==> config.mk <==
export PLATFORM = sky130hd
export DESIGN_NAME = rs_ff_bank
export DESIGN_NICKNAME = d
export VERILOG_FILES = /design/src/rtl/rs_ff_bank.sv
export SDC_FILE = /design/constraint.sdc
export NUM_CORES = 1
export LEC_CHECK = 0
export BUFFER_PORTS_ARGS = -buffer_cell sky130_fd_sc_hd__buf_2
export CORE_MARGIN = 2
export CORE_UTILIZATION = 42
export DETAILED_ROUTE_END_ITERATION = 16
export GPL_TIMING_DRIVEN = 0
export HOLD_SLACK_MARGIN = 0.12
export MAX_ROUTING_LAYER = met4
export PLACE_DENSITY = 0.8
export SKIP_CTS_REPAIR_TIMING = 1
export SLEW_MARGIN = 40
export SYNTH_ARGS = -nofsm -noshare
export SYNTH_HDL_FRONTEND = slang
export SYNTH_SLANG_ARGS = --single-unit
==> constraint.sdc <==
create_clock -name Clk -period 1 [get_ports Clk]
set_clock_uncertainty 0.15 [all_clocks]
set_input_delay 0.1 -clock Clk [delete_from_list [all_inputs] [get_ports Clk]]
set_output_delay 0.1 -clock Clk [all_outputs]
set_load 0.005 [all_outputs]
==> src/rtl/rs_ff_bank.sv <==
// Bank of WIDTH clocked RS flip-flops with selectable S=R=1 resolution, edge pulses and conflict flag.
// Optional saturating conflict counter is built when RS_FF_BANK_CONFLICT_CNT_EN is defined.
module rs_ff_bank #(
  parameter int unsigned       WIDTH     = 8,
  parameter int unsigned       MODE      = 0,
  parameter logic [WIDTH-1:0]  RESET_VAL = '0,
  parameter int unsigned       CNT_W     = 8
) (
  input  logic             Clk,
  input  logic             Rst,
  input  logic             En,
  input  logic [WIDTH-1:0] S,
  input  logic [WIDTH-1:0] R,
  input  logic             Clr_cnt,
  output logic [WIDTH-1:0] Q,
  output logic [WIDTH-1:0] Qn,
  output logic [WIDTH-1:0] Rise,
  output logic [WIDTH-1:0] Fall,
  output logic             Conflict,
  output logic [CNT_W-1:0] Conf_cnt
);

  logic [WIDTH-1:0] q_q, q_d;
  logic [WIDTH-1:0] rise_q, fall_q;
  logic             conflict_q, conflict_d;

  always_comb begin
    q_d = q_q;
    if (En) begin
      for (int i = 0; i < WIDTH; i++) begin
        case ({S[i], R[i]})
          2'b10:   q_d[i] = 1'b1;
          2'b01:   q_d[i] = 1'b0;
          2'b11: begin
            // Any MODE outside 0..2 resolves as hold.
            case (MODE)
              0:       q_d[i] = 1'b1;
              1:       q_d[i] = 1'b0;
              2:       q_d[i] = ~q_q[i];
              default: q_d[i] = q_q[i];
            endcase
          end
          default: q_d[i] = q_q[i];
        endcase
      end
    end
  end

  assign conflict_d = En & (|(S & R));

  always_ff @(posedge Clk) begin
    if (Rst) begin
      q_q        <= RESET_VAL;
      rise_q     <= '0;
      fall_q     <= '0;
      conflict_q <= 1'b0;
    end else begin
      q_q        <= q_d;
      rise_q     <= q_d & ~q_q;
      fall_q     <= ~q_d & q_q;
      conflict_q <= conflict_d;
    end
  end

`ifdef RS_FF_BANK_CONFLICT_CNT_EN
  localparam logic [CNT_W-1:0] CntMax = '1;

  logic [CNT_W-1:0] cnt_q;

  // Clear beats a simultaneous conflict; counting stops at CntMax.
  always_ff @(posedge Clk) begin
    if (Rst) begin
      cnt_q <= '0;
    end else if (Clr_cnt) begin
      cnt_q <= '0;
    end else if (conflict_d && (cnt_q != CntMax)) begin
      cnt_q <= cnt_q + 1'b1;
    end
  end

  assign Conf_cnt = cnt_q;
`else
  logic unused_clr_cnt;
  assign unused_clr_cnt = Clr_cnt;
  assign Conf_cnt       = '0;
`endif

  assign Q        = q_q;
  assign Qn       = ~q_q;
  assign Rise     = rise_q;
  assign Fall     = fall_q;
  assign Conflict = conflict_q;

endmodule
==> results of run 1 <==
[cell usage after synthesis]
master	instances	area (um2)
nand2_1	16	60.1
buf_4	8	60.1
buf_8	1	15.0
buf_6	3	33.8
buf_2	1	5.00
dfxtp_1	25	500
nor3_1	8	40.0
a21bo_2	6	60.1
inv_1	8	30.0
a21oi_1	8	40.0
a41oi_2	1	16.3
a22oi_1	4	30.0
a21bo_1	2	20.0
nor3_2	8	80.1
conb_1	1	3.75
nand2b_4	1	13.8
[area by class of cell]
| class | instances | area share [%] |
|---|---|---|
| inverter | 8 | 2.03 |
| timing repair buffer | 56 | 23.0 |
| tap | 28 | 2.37 |
| multi-input combinational | 62 | 27.3 |
| clock buffer | 4 | 1.78 |
| sequential | 25 | 35.8 |
| buffer | 13 | 7.70 |
[cells by family (layout without fill, tap and decap cells)]
| group | Yosys count | after routing | synth area share (%) |
|---|---|---|---|
| AOI/OAI and AO/OA | 21 | 21 | 16.5 |
| buffers and inverters | 21 | 81 | 14.3 |
| and+or+nand+nor | 33 | 33 | 19.2 |
| DFF | 25 | 25 | 49.6 |
| other | 1 | 8 | 0.372 |
[per-stage QoR]
step / total power, mW / area (um2) / hold WS (ns) / TNS (ns)
floorplan: 1.24 / 1030 / 0.0191 / 0
global placement: 1.36 / 1320 / 0.149 / 0
detailed placement: 1.37 / 1320 / 0.154 / 0
CTS: 1.81 / 1340 / -0.198 / -2.32
global route: 1.92 / 1480 / -0.201 / -2.41
finish: 1.82 / 1480 / -0.184 / -1.21
[final timing paths]
kind | to | slack [ns] | cells past startpoint
hold / removal | Fall[4] | -0.18 | 2
hold reg to reg | Rise[1] | 0.30 | 1
setup reg to reg | Q[2] | -0.01 | 3
setup / recovery | Qn[4] | -0.11 | 2
[sequential cells by signal, summed over array words and instances, names as in the netlist]
| name | flops |
|---|---|
| Conflict | 1 |
| Q | 8 |
| Fall | 8 |
| Rise | 8 |
[cell usage in the layout (no fill, tap or decap), types with 4 or more instances in the layout]
cell     netlist  routed
buf_2          1      45
nand2_1       16      16
dfxtp_1       25      12
buf_4          8      11
buf_6          3       9
dfxtp_2        0       8
nor3_1         8       8
nor3_2         8       8
conb_1         1       8
a21oi_1        8       6
dfxtp_4        0       5
inv_2          0       5
a21bo_2        6       5
a22oi_1        4       4
[worst max-delay path, cell delays in order (launching register included)]
cell and delay (ns):
dfxtp_2 0.38, inv_1 0.05, buf_2 0.12
[per-layer routing]
layer / global-route usage [%] / vias to the layer above / part of all wire (%)
met5: - / - / 0
met4: 6.41 / 0 / 0.89
met3: 2.82 / 2 / 7.8
met2: 30.2 / 37 / 50
met1: 17.0 / 398 / 41
li1: - / 451 / -
[power by group through the flow]
stage,clock network [mW],logic (mW),registers [mW]
after global placement,0,0.279,1.08
after detailed placement,0,0.284,1.08
after CTS,0.462,0.285,1.06
after global routing,0.490,0.362,1.07
after floorplan,0,0.153,1.09
final,0.434,0.330,1.06
==> summary.md, run 1 <==
| Metric | Value |
|---|---|
| Initial core utilization | `45.2%` |
| Worst-skew pair later-pin latency | `about 0.31 ns` |
| Status | `complete, but fails checks` |
| Psw | `0.453 mW` |
| Residual DRC | `0` |
| Cell count after placement | `about 190` |
| Num CTS Buffers | `3` |
| Final Net Count | `roughly 190` |
| Antenna-violating nets left | `0` |
| Mapped Cells | `101` |
| Power Internal | `approximately 1.4 mW` |
| Final HPWL from detailed placement | `1710 um` |
| CTS tree | `yes` |
| Largest net degree at the start of global routing | `14` |
| Final non-filler cell total | `just under 200` |
| Via count | `888` |
| Fraction of power consumed by sequential logic | `58.1%` |
| TritonRoute pass-1 iters | `2` |
| Clock sinks | `25` |
| WHS | `-0.184 ns` |
| Period utilisation layout | `111%` |
| Row count | `17` |
| Worst Setup SP | `Q[4]` |
| Post-route setup slack | `-0.106 ns` |
| Combinational power share | `18.1%` |
| Antenna cell count | `0` |
| First-pass GRT wire length | `3170 um` |
| Hold path startpoint | `S[4]` |
| Final setup vio count | `23` |
| Crit-path max FO | `5` |
| Vias in the first global route | `761` |
| Register Area | `529 um2` |
| Io pins | `61` |
| Worst Path Arrival | `0.86 ns` |
| Final Slew Violations | `0` |
| WL/cell | `11.5 um` |
| Final hold vios | `23` |
| Multi-input gate area | `between 400 and 500 um2` |
| Syn Std Cell Area | `1010 um2` |
| DR vias/cell | `about 4.5` |
| Clk buf depth | `2` |
| CTS H-Tree Depth | `1` |
| Starting DRT DRC Count | `2` |
| Max VDD drop | `0.000767 V` |
| GRT overflow | `0` |
| Crit Path Class | `flop to primary output` |
| Area Growth Syn to Fin | `46.7%` |
| Antenna violations before repair | `0` |
| Flops & latches, synth | `25` |
| Routed wire length | `2260 um` |
| Gr usage total | `around 16%` |
| Fmax | `0.904 GHz` |
| Share of cells above drive strength 1 | `62.5%` |
| CP Capture Type | `primary output` |
| Final core utilization | `66.2%` |
| DIE AREA | `2810 um2` |
| Static Leakage | `0.713 nW` |
| Sw Ratio | `24.8%` |
| IO Port Bufs | `49` |
| Worst path required time | `around 0.75 ns` |
| Sequential share of the synthesized area | `49.6%` |
| Mean Syn Cell Area | `about 10 um2` |
| Core area | `2230 um2` |
| Clock power frac | `23.8%` |
| GPL Wtd Cong | `0.708` |
| Max-Cap Viols | `0` |
| Post-synthesis cell type count | `16` |
| Die Wd | `53 um` |
| Pwr per Cell Area | `1230 nW/um2` |
| Chip height | `53 um` |
| RSZ-0062 raised after global routing | `true` |
| CTS clk-pin slew, worst paths | `0.13 ns` |
| # fillers | `190` |
| Failing checks | `hold timing, setup timing` |
| YS warnings | `0` |
| Tmin final | `approximately 1.1 ns` |
| Setup WS pre-CTS | `0.0601 ns` |
| Worst r2r src | `Q[2]` |
| Root Driver | `clkbuf_4` |
| Worst min-delay path class | `primary input to flop` |
| Type of origin of the critical path | `flop` |
Power figures use the tool's default switching activity.
==> run 2: changes to the inputs <==
--- a/config.mk
+++ b/config.mk
@@ -6,6 +6,7 @@
 export NUM_CORES = 1
 export LEC_CHECK = 0
 export BUFFER_PORTS_ARGS = -buffer_cell sky130_fd_sc_hd__buf_2
+export CORE_ASPECT_RATIO = 0.75
 export CORE_MARGIN = 2
 export CORE_UTILIZATION = 42
 export DETAILED_ROUTE_END_ITERATION = 16
==> run 2 against run 1 <==
  * Power grew 3.8%
  * Cell count is 6.1% higher
  * Fmax fell by 0.32%
  * Worst setup slack worse by 0.0035 ns
  * The flow still finishes with violations (hold timing, setup timing)
  * Critical path type unchanged
  * Global-route usage down 0.44 points
  * Utilization grew 3.0 points
  * Critical path depth is the same
  * First-iteration DRC count rose to 11 times the previous value
  * Register-to-register slack worse by 0.03 ns
  * Via count up 4.8%
  * Wire length rose by 7.6%
  * Clock power rose by 5.3%
==> summary.md, run 2 (synthesis gave the netlist of run 1 again) <==
| Metric | Value |
|---|---|
| Max incr delay on CP | `0.40 ns (was 0.38 ns)` |
| Via count | `931 (was 888)` |
| Fmax | `0.901 GHz (was 0.904 GHz)` |
| Initial core utilization | `44.0% (was 45.2%)` |
| Worst min-delay path class | `primary input to flop (unchanged)` |
| GPL Wtd Cong | `0.721 (was 0.708)` |
| Final HPWL from detailed placement | `1620 um (was 1710 um)` |
| Final Net Count | `195 (was 189)` |
| Worst path required time | `0.75 ns (about the same)` |
| Met1 GRT Util | `19.4% (was 17.0%)` |
| CTS H-Tree Depth | `1 (unchanged)` |
| Row count | `15 (was 17)` |
| Worst-skew pair later-pin latency | `0.32 ns (was 0.31 ns)` |
| Final hold vios | `20 (was 23)` |
| Critical path cell sequence | `inv_2, buf_6 (was inv_1, buf_2)` |
| Root Driver | `clkbuf_4 (unchanged)` |
| Final Slew Violations | `0 (unchanged)` |
| Type of origin of the critical path | `flop (unchanged)` |
| Io pins | `61 (unchanged)` |
| Final setup vio count | `33 (was 23)` |
| WL/cell | `11.7 um (was 11.5 um)` |
| First-pass GRT wire length | `3110 um (was 3170 um)` |
| GRT overflow | `0 (unchanged)` |
| Clk buf depth | `2 (unchanged)` |
| Status | `complete, but fails checks (unchanged)` |
| Cell count after placement | `191 (was 185)` |
| Final non-filler cell total | `208 (was 196)` |
| Failing checks | `hold timing, setup timing (unchanged)` |
| Vias in the first global route | `750 (was 761)` |
| Crit Path Class | `flop to primary output (unchanged)` |
| Period utilisation layout | `111% (about the same)` |
| WHS | `-0.198 ns (was -0.184 ns)` |
| Global routing's busiest layer | `met2 (unchanged)` |
| Crit-path max FO | `4 (was 5)` |
| Critical path's slowest cell | `dfxtp_4 (was dfxtp_2)` |
| Clock sinks | `25 (unchanged)` |
| Max-Cap Viols | `0 (unchanged)` |
| Post-route setup slack | `-0.109 ns (was -0.106 ns)` |
| Antenna cell count | `0 (unchanged)` |
| DIE AREA | `2810 um2 (about the same)` |
| GR Util met3 | `2.81% (was 2.82%)` |
| Tmin final | `1.11 ns (about the same)` |
| Num CTS Buffers | `3 (unchanged)` |
| Routed wire length | `2430 um (was 2260 um)` |
| Worst Path Arrival | `0.86 ns (about the same)` |
| IO Port Bufs | `49 (unchanged)` |
| CTS tree | `yes (unchanged)` |
| Residual DRC | `0 (unchanged)` |
| Pwr per Cell Area | `1200 nW/um2 (was 1230 nW/um2)` |
| Commonest non-fill, non-tap cell in the layout | `buf_2 (unchanged)` |
| Die Wd | `60.6 um (was 53 um)` |
| Static Leakage | `0.748 nW (was 0.713 nW)` |
| Area Growth Syn to Fin | `57.1% (was 46.7%)` |
| Share of cells above drive strength 1 | `62.1% (was 62.5%)` |
| Chip height | `46.4 um (was 53 um)` |
| TritonRoute pass-1 iters | `4 (was 2)` |
| CTS clk-pin slew, worst paths | `0.13 ns (about the same)` |
| Core area | `2290 um2 (was 2230 um2)` |
| CP Capture Type | `primary output (unchanged)` |
| Antenna violations before repair | `0 (unchanged)` |
| DR vias/cell | `4.48 (was 4.53)` |
| Final core utilization | `69.2% (was 66.2%)` |
| RSZ-0062 raised after global routing | `true (unchanged)` |
| Largest net degree at the start of global routing | `14 (unchanged)` |
| Gr usage total | `15.9% (was 16.3%)` |
| Starting DRT DRC Count | `22 (was 2)` |
| Most frequent cells in the layout | `buf_2 (40), nand2_1 (16), buf_6 (15) (was buf_2 (45), nand2_1 (16), dfxtp_1 (12))` |
| Max VDD drop | `0.000511 V (was 0.000767 V)` |
| Setup TNS | `-1.58 ns (was -1.21 ns)` |
| Met2 Use GR | `25.4% (was 30.2%)` |
| Antenna-violating nets left | `0 (unchanged)` |
## run 2: cell types whose count changed in the layout (fill, tap and decap cells not counted)
cell           delta
dfxtp_2           -2
buf_2             -5
dlygate4sd3_1     +5
inv_2             +2
buf_6             +6
inv_1             -2
dfxtp_1           +2
a21oi_2           +2
a21oi_1           -2
## run 2: stage by stage
stage,setup slack [ns],cell area [um2],power [mW]
after floorplan,0.0976,1030,1.24
after global placement,0.0922,1320,1.36
after detailed placement,0.0380,1320,1.37
after CTS,-0.162,1350,1.80
after global routing,-0.142,1580,1.97
final,-0.109,1580,1.89
## run 2: final cells by class
cell class              count  area (um2)
plain buffers              13         114
inverters                   8        30.0
multi-input cells          62         412
well taps                  34        42.5
flip-flops and latches     25         527
repair buffers             62         433
fillers                   179         706
clock buffers               4        26.3
## run 2: report_power, final
part           internal [mW]  total (mW)  switching [mW]
logic                  0.215       0.374           0.159
registers               1.03        1.06          0.0306
clock network          0.156       0.457           0.300
## run 2: worst paths after layout
check                           start  endpoint  slack, ns  cells past startpoint
worst max-delay path             Q[3]     Qn[3]      -0.11                      2
worst min-delay path             S[4]   Fall[4]      -0.20                      2
worst max register to register   Q[5]      Q[5]      -0.04                      3
worst min register to register   Q[7]   Rise[7]       0.30                      1
## run 2: worst max-delay path, delay by kind of cell (launching register included)
| family | cells | cell delay (ns) |
|---|---|---|
| DFF | 1 | 0.40 |
| buffers and inverters | 2 | 0.14 |
## run 2: per-layer routing
layer	vias to the layer above	wire length (um)
met3	5	207
met1	409	1020
met2	47	1160
met5	-	0
met4	0	31
li1	470	-
==> run 3: changes to the inputs <==
--- a/config.mk
+++ b/config.mk
@@ -8,12 +8,12 @@
 export BUFFER_PORTS_ARGS = -buffer_cell sky130_fd_sc_hd__buf_2
 export CORE_ASPECT_RATIO = 0.75
 export CORE_MARGIN = 2
-export CORE_UTILIZATION = 42
+export CORE_UTILIZATION = 35
 export DETAILED_ROUTE_END_ITERATION = 16
 export GPL_TIMING_DRIVEN = 0
 export HOLD_SLACK_MARGIN = 0.12
 export MAX_ROUTING_LAYER = met4
-export PLACE_DENSITY = 0.8
+export PLACE_DENSITY = 0.69
 export SKIP_CTS_REPAIR_TIMING = 1
 export SLEW_MARGIN = 40
 export SYNTH_ARGS = -nofsm -noshare
==> run 3 against run 2 <==
  * The run still ends with hold timing, setup timing left
  * Clock power grew 27%
  * Critical path depth unchanged
  * Sequential cell count stayed put
  * Design area decreased by 6.7%
  * Hold slack better by 0.067 ns
  * Wire length is 7.9% lower
  * Highest routed layer unchanged
==> summary.md, run 3 (synthesis gave the netlist of run 1 again) <==
| Metric | Value |
|---|---|
| Period utilisation layout | `103% (was 111%)` |
| Failing checks | `hold timing, setup timing (unchanged)` |
| DR vias/cell | `4.39 (was 4.48)` |
| Area Growth Syn to Fin | `46.5% (was 57.1%)` |
| Routed wire length | `2240 um (was 2430 um)` |
| Via count | `883 (was 931)` |
| Worst-skew pair later-pin latency | `0.26 ns (was 0.32 ns)` |
| GPL Wtd Cong | `0.662 (was 0.721)` |
| Setup WS pre-CTS | `0.0665 ns (was 0.0380 ns)` |
| Final HPWL from detailed placement | `1720 um (was 1620 um)` |
| Final Slew Violations | `0 (unchanged)` |
| Antenna-violating nets left | `0 (unchanged)` |
| WL/cell | `11.1 um (was 11.7 um)` |
| Root Driver | `clkbuf_8 (was clkbuf_4)` |
| Clk buf depth | `2 (unchanged)` |
| TritonRoute pass-1 iters | `3 (was 4)` |
| Max-Cap Viols | `0 (unchanged)` |
| CTS tree | `yes (unchanged)` |
| Pwr per Cell Area | `1330 nW/um2 (was 1200 nW/um2)` |
| WHS | `-0.131 ns (was -0.198 ns)` |
| Max VDD drop | `0.000821 V (was 0.000511 V)` |
| Starting DRT DRC Count | `36 (was 22)` |
| Post-route setup slack | `-0.0285 ns (was -0.109 ns)` |
| Core area | `2680 um2 (was 2290 um2)` |
| Vias in the first global route | `804 (was 750)` |
| Io pins | `61 (unchanged)` |
| Antenna violations before repair | `0 (unchanged)` |
| Tmin final | `1.03 ns (was 1.11 ns)` |
| CTS H-Tree Depth | `1 (unchanged)` |
| Status | `complete, but fails checks (unchanged)` |
| DIE AREA | `3330 um2 (was 2810 um2)` |
| IO Port Bufs | `49 (unchanged)` |
| Crit Path Class | `flop to primary output (unchanged)` |
| Worst Path Arrival | `0.78 ns (was 0.86 ns)` |
| Worst path required time | `0.75 ns (about the same)` |
| Share of cells above drive strength 1 | `58.8% (was 62.1%)` |
| Final setup vio count | `8 (was 33)` |
| Gr usage total | `13.8% (was 15.9%)` |
| Row count | `16 (was 15)` |
| Residual DRC | `0 (unchanged)` |
| GRT overflow | `0 (unchanged)` |
| Num CTS Buffers | `3 (unchanged)` |
| Clock sinks | `25 (unchanged)` |
| Final core utilization | `55.1% (was 69.2%)` |
| Initial core utilization | `37.6% (was 44.0%)` |
| Setup TNS | `-0.164 ns (was -1.58 ns)` |
| CTS clk-pin slew, worst paths | `0.09 ns (was 0.13 ns)` |
| Type of origin of the critical path | `flop (unchanged)` |
| RSZ-0062 raised after global routing | `true (unchanged)` |
| Final Net Count | `186 (was 195)` |
| CP Capture Type | `primary output (unchanged)` |
| Cell count after placement | `193 (was 191)` |
| Static Leakage | `0.706 nW (was 0.748 nW)` |
| Largest net degree at the start of global routing | `14 (unchanged)` |
| Antenna cell count | `0 (unchanged)` |
| Crit-path max FO | `4 (unchanged)` |
| Final non-filler cell total | `201 (was 208)` |
| Worst min-delay path class | `primary input to flop (unchanged)` |
| Most frequent cells in the layout | `buf_2 (42), dfxtp_1 (17), nand2_1 (16) (was buf_2 (40), nand2_1 (16), buf_6 (15))` |
| Fmax | `0.972 GHz (was 0.901 GHz)` |
| Die Wd | `66.0 um (was 60.6 um)` |
| Commonest non-fill, non-tap cell in the layout | `buf_2 (unchanged)` |
| Chip height | `50.5 um (was 46.4 um)` |
| First-pass GRT wire length | `3420 um (was 3110 um)` |
| Final hold vios | `22 (was 20)` |
==> run 3: changes by cell type in the layout (fill, tap and decap cells not counted), sizes merged <==
cell | before | now
dlygate4sd3 | 8 | 2
buf | 67 | 64
==> run 3: routing by layer <==
metal | global-route usage, % | up-vias | wire, um | share of wire, %
met5 | - | - | 0 | 0
li1 | - | 448 | - | -
met3 | 4.04 | 2 | 192 | 8.6
met1 | 15.4 | 399 | 967 | 43
met4 | 3.06 | 0 | 11 | 0.49
met2 | 24.6 | 34 | 1070 | 48
==> run 3: power by group <==
part | switching (mW) | leakage, nW | internal (mW)
combinational | 0.143 | 0.475 | 0.180
sequential | 0.0294 | 0.209 | 1.03
clock | 0.298 | 0.0228 | 0.284
==> run 3: area by class of cell <==
type                            instances  area, um2
Buffer                                 13        114
Clock buffer                            4       45.0
Fill cell                             245       1200
Inverter                                8       30.0
Multi-Input combinational cell         62        390
Sequential cell                        25        523
Tap cell                               36       45.0
Timing Repair Buffer                   53        330
==> run 3: final timing paths <==
kind / startpoint / to / slack [ns] / depth (start not counted)
setup reg to reg: Q[0] / Q[0] / 0.08 / 2
setup / recovery: Q[4] / Qn[4] / -0.03 / 2
hold reg to reg: Q[3] / Rise[3] / 0.31 / 1
hold / removal: S[4] / Fall[4] / -0.13 / 2
==> run 3: metrics by stage <==
stage | cell area, um2 | hold WS, ns | total power [mW]
2_1_floorplan | 1030 | 0.0191 | 1.24
3_3_place_gp | 1330 | 0.148 | 1.36
3_5_place_dp | 1330 | 0.150 | 1.37
4_1_cts | 1370 | -0.131 | 1.94
5_1_grt | 1480 | -0.145 | 2.07
6_report | 1480 | -0.131 | 1.97
==> run 3: critical path: stages (launching register included) <==
cell	delay [ns]
dfxtp_4	0.38
inv_2	0.04
buf_6	0.10
